$ cat src/rtl/count_checker_sat_counter.sv
// Saturating up-counter with synchronous clear.
// Holds at all-ones once reached.
module sat_counter #(
  parameter int W = 8
) (
  input  logic         clk,
  input  logic         rst,
  input  logic         clr,
  input  logic         inc,
  output logic [W-1:0] count
);

  always_ff @(posedge clk or negedge rst) begin
    if (!rst) begin
      count <= '0;
    end else if (clr) begin
      count <= '0;
    end else if (inc && (count != {W{1'b1}})) begin
      count <= count + W'(1);
    end
  end

endmodule

$ cat config.mk
export PLATFORM = sky130hd
export DESIGN_NAME = sat_counter
export DESIGN_NICKNAME = d
export VERILOG_FILES = /design/src/rtl/count_checker_sat_counter.sv
export SDC_FILE = /design/constraint.sdc
export NUM_CORES = 1
export LEC_CHECK = 0
export ABC_AREA = 1
export BUFFER_PORTS_ARGS = -buffer_cell sky130_fd_sc_hd__clkbuf_2
export CAP_MARGIN = 20
export CORE_AREA = 4 4 41 43
export DETAILED_ROUTE_END_ITERATION = 6
export DIE_AREA = 0 0 45 47
export PLACE_DENSITY = 0.6
export SETUP_SLACK_MARGIN = 0.15
export SLEW_MARGIN = 20
export SYNTH_ARGS = -nofsm -noshare
export SYNTH_HDL_FRONTEND = slang
export SYNTH_SLANG_ARGS = --single-unit
$ cat constraint.sdc
create_clock -name clk -period 1.3 [get_ports clk]
set_clock_uncertainty 0.2 [all_clocks]
set_input_delay 0.13 -clock clk [delete_from_list [all_inputs] [get_ports clk]]
set_output_delay 0.13 -clock clk [all_outputs]
set_load 0.02 [all_outputs]
# Yosys cells after proc, flatten, opt, wreduce, memory -nomap -nowiden
# Cells that the tools add are included.
[classes] eq_ne=1 n_mux=2 n_addsub=1 reduce_logical=2
[op_table] cell="8-bit 2-to-1 mux" n=2
[op_table] cell="8-bit by 1-bit adder with 8-bit output (second input constant)" n=1
[op_table] cell="8-bit != test (second input constant)" n=1
[op_table] cell="2-bit nonzero test" n=1
[op_table] cell="1-bit logical AND" n=1
[totals] reg_bits=8 elab_cells=7 in_bits=4

# Longest topological paths before layout
[logic_depth] depth_word=4 ltp_mapped=9 depth_no_buf=9

# Worst setup path after synthesis
# No wires, ideal clock.
[synth_timing] kind="register -> register" from="reg count[0]" to="reg count[7]" slack_ns=-0.263 n_path_buf=0 t_arrival_ns=1.250 setup_time_ns=0.113 path_stages_with_launch=8 synth_period_minus_slack_ns=1.563 cell_sequence="dfrtp_1 > ha_1 > nand2_2 > nor2_2 > a21oi_1 > nand3_1 > nand2_1 > inv_1"
[synth_between] elab_chain_cells=3
[synth_lines] element="start: declaration" line_no="10" text="output logic [W-1:0] count"
[synth_lines] element="start signal: assignment" line_no="19" text="count <= count + W'(1);"
[synth_lines] element="8-bit by 1-bit adder with 8-bit output or 8-bit != test (tied branches)" line_no="19, 18"
[synth_lines] element="8-bit 2-to-1 mux or 1-bit logical AND (tied branches)" line_no="18" text="end else if (inc && (count != {W{1'b1}})) begin"
[synth_lines] element="8-bit 2-to-1 mux or 2-bit nonzero test (tied branches)"
# Several ways; a longest one is shown, not always the timed one. The select of a mux whose other input is x is not followed.
# A chain may end at the register's enable or synchronous reset.

# Worst setup path in the final report
[layout_timing] from="reg count[1]" to="reg count[5]"
# The elaborated chain is that of the path after synthesis.

==> impl_metrics.py <==
metrics = {
    "run_status": {
        "outcome": "finished, violations left",
        "violations": "setup timing",
    },
    "flow_run": {
        "cap_violations": 0,
    },
    "place": {
        "dp_worst_setup_slack_ns": -0.142,
        "io_buffers": 11,
        "dp_hpwl_mm": 1.09,
        "place_inst": 112,
        "finalWeightedCongestion": 0.825,
    },
    "sta": {
        "relSlewSlack_pct": 85.1,
        "rsz0062_at_grt": "yes",
        "period_minus_slack_ns": 1.47,
        "fin_ws_ns": -0.171,
        "worstMarginPinSlew_ns": 0.222,
        "whs_ns": 0.0396,
        "final_hold_viol_count": 0,
        "slew_viol_final": 0,
        "fmaxAchievable_mhz": 680,
        "totalNegativeSetupSlack_ns": -1.33,
        "fin_crit_sh_pct": 113,
        "finalSetupViolations": 10,
    },
    "global_route": {
        "track_usage_pct": 18.0,
        "grt_start_max_net_pins": 9,
        "grt_pass1_vias": 616,
        "antenna_found_initial": 0,
        "grt_first_pass_wirelength_mm": 2.74,
        "overflow": 0,
    },
    "synth": {
        "synth_commonest_cells": "nand2_1, inv_1, nand3_1, dfrtp_1, nor2_1",
        "synth_area_leader_cell": "dfrtp_1",
        "synthDistinctLibCells": 15,
        "yosysMostFrequentCell": "nand2_1",
        "synthesis.area_um2": 512,
        "synthCells": 74,
        "avgSynthCellArea_um2": 6.92,
        "synthTopCellsByArea": "dfrtp_1, nand2_1, nand3_1",
        "ys.flop_type": "dfrtp_1",
        "synth-edff-count": 0,
        "synth-seq-cells": 8,
        "synth_warnings": 0,
        "syn_nets": 79,
        "yosys.area.top_type_share_pct": 39.1,
        "async_flop_share_pct": 100,
        "yosysSeqAreaShare_pct": 39.1,
    },
    "critical_path": {
        "cp.required_ns": 1.29,
        "crit_chain": "ha_4 > nand2_4 > nor2_4 > nand2_2 > nand2_2 > nand2_4 > buf_4 > a21oi_2",
        "cp_top_family": "flip-flops",
        "crit_arrival_ns": 1.46,
        "crit_path_end_kind": "flip-flop",
        "critPathLaunchType": "flip-flop",
        "cp_num_buf_inv": 1,
        "crit_path_max_incr_delay_ns": 0.40,
        "cp_slowest_cell": "dfrtp_2",
        "path_max_fanout": 6,
        "worstSetupPathType": "flip-flop to flip-flop",
    },
    "clock_tree": {
        "clk_pin_slew_ns": 0.06,
        "cts_tree": "yes",
        "cts_buffers": 3,
        "clock_sinks": 8,
        "clock_path_buffers": 2,
        "clk_latency_ns": 0.26,
        "cts_root_buffer": "clkbuf_4",
        "htreeDepth": 1,
    },
    "die": {
        "start_util_pct": 39.3,
        "ios": 12,
        "fp.dieArea_um2": 2120,
        "coreArea_um2": 1300,
        "rows": 13,
        "die_w_um": 45,
        "dieHeight_um": 47,
    },
    "cells_and_area": {
        "largestRegisters": "count: 8 flops",
        "largest_reg_flops": 8,
        "final_layout_size_suffix_gt1_share_pct": 46.4,
        "top_register": "count",
        "area_growth_pct": 79.5,
        "antennaDiodeCount": 0,
        "postLayoutCoreUtil_pct": 70.6,
        "layout.cells.non_filler": 127,
        "nNetsFinal": 118,
        "n_fill_cell": 97,
    },
    "routing": {
        "viasPerCell": 4.91,
        "drt-met1-wl_um": 698,
        "vias": 623,
        "final_antenna_net_count": 0,
        "drtIter0Drc": 27,
        "drt_wl_total_mm": 1.62,
        "met3_length_um": 87,
        "wire_per_inst_um": 12.7,
        "drc_errors": 0,
        "drt_pass1_iterations": 7,
        "met2_length_um": 808,
        "routed.top_layer": "met4",
    },
    "worst_hold_path": {
        "hp-class": "input pin to flip-flop",
    },
    "pwr": {
        "p_int_uw": 466,
        "p_switching_uw": 175,
        "power_frac_clock_pct": 31.3,
        "p_leak_nw": 0.477,
        "p_sw_share_pct": 27.2,
        "ir_drop_mv": 0.512,
        "p_comb_share_pct": 25.9,
        "powerDensity_nw_per_um2": 698,
        "p_seq_share_pct": 42.8,
    },
}
## power groups by stage
stage / Combinational, mW / Sequential, mW / Clock (mW)
floorplan: 0.0399 / 0.294 / 0
finish: 0.166 / 0.274 / 0.201
global placement: 0.115 / 0.276 / 0
detailed placement: 0.116 / 0.276 / 0
CTS: 0.148 / 0.273 / 0.212
global route: 0.179 / 0.275 / 0.224
## layer usage
layer,track usage (%),vias up
met5,0,-
met4,9.36,0
met3,1.15,4
met2,29.9,20
met1,23.5,287
li1,-,312
## path summary, 6_finish.rpt
kind | startpoint | end | slack [ns] | cells past startpoint
setup / recovery | count[1] | count[5] | -0.17 | 8
hold / removal | clr | count[7] | 0.04 | 4
setup reg to reg | count[1] | count[5] | -0.17 | 8
hold reg to reg | count[4] | count[4] | 0.46 | 3
max in group asynchronous | rst | count[2] | 0.65 | 2
min in group asynchronous | rst | count[0] | 0.05 | 2
## cells by family (layout without fill, tap and decap cells)
family          after synthesis  count (layout)  share of synthesized area (%)
compound gates                8               8                           9.53
fa+ha+maj                     1               1                           2.44
buf+inv                      11              49                           9.05
flops                         8               8                           39.1
simple gates                 46              46                           39.9
## cell type report
type                            count  area [um^2]  area share, %
Timing Repair Buffer               34          319           34.7
Multi-Input combinational cell     55          304           33.1
Sequential cell                     8          204           22.2
Inverter                           11         46.3           5.04
Clock buffer                        4         26.3           2.86
Tap cell                           15         18.8           2.04
## tightest hold or removal path, stage by stage
cell and delay (ns):
clkbuf_2 0.16, a21oi_1 0.06, nand2_1 0.07, inv_1 0.03
## repair_timing
action,CTS,global route
hold buffers,2,0
setup endpoints to repair,16,16
resized for setup,20,14
endpoints found under the hold margin,9,0
cloned,0,0
pin swaps,5,5
setup buffers,4,5
## layout by cell type, fill, tap and decap left out, drive strengths merged
| master | count |
|---|---|
| a21oi | 5 |
| inv | 10 |
| nand2 | 28 |
| o21ai | 1 |
| clkbuf | 8 |
| dfrtp | 8 |
| dlygate4sd3 | 2 |
| nand3 | 9 |
| o21bai | 2 |
| ha | 1 |
| buf | 28 |
| nor2 | 7 |
| clkinv | 1 |
| nor3 | 2 |
## metrics by stage
step                area, um^2  power [mW]
detailed placement         699       0.392
CTS                        853       0.634
global route               918       0.678
floorplan                  536       0.334
global placement           699       0.391
finish                     918       0.641
No activity file was read; power rests on OpenSTA's default activity.
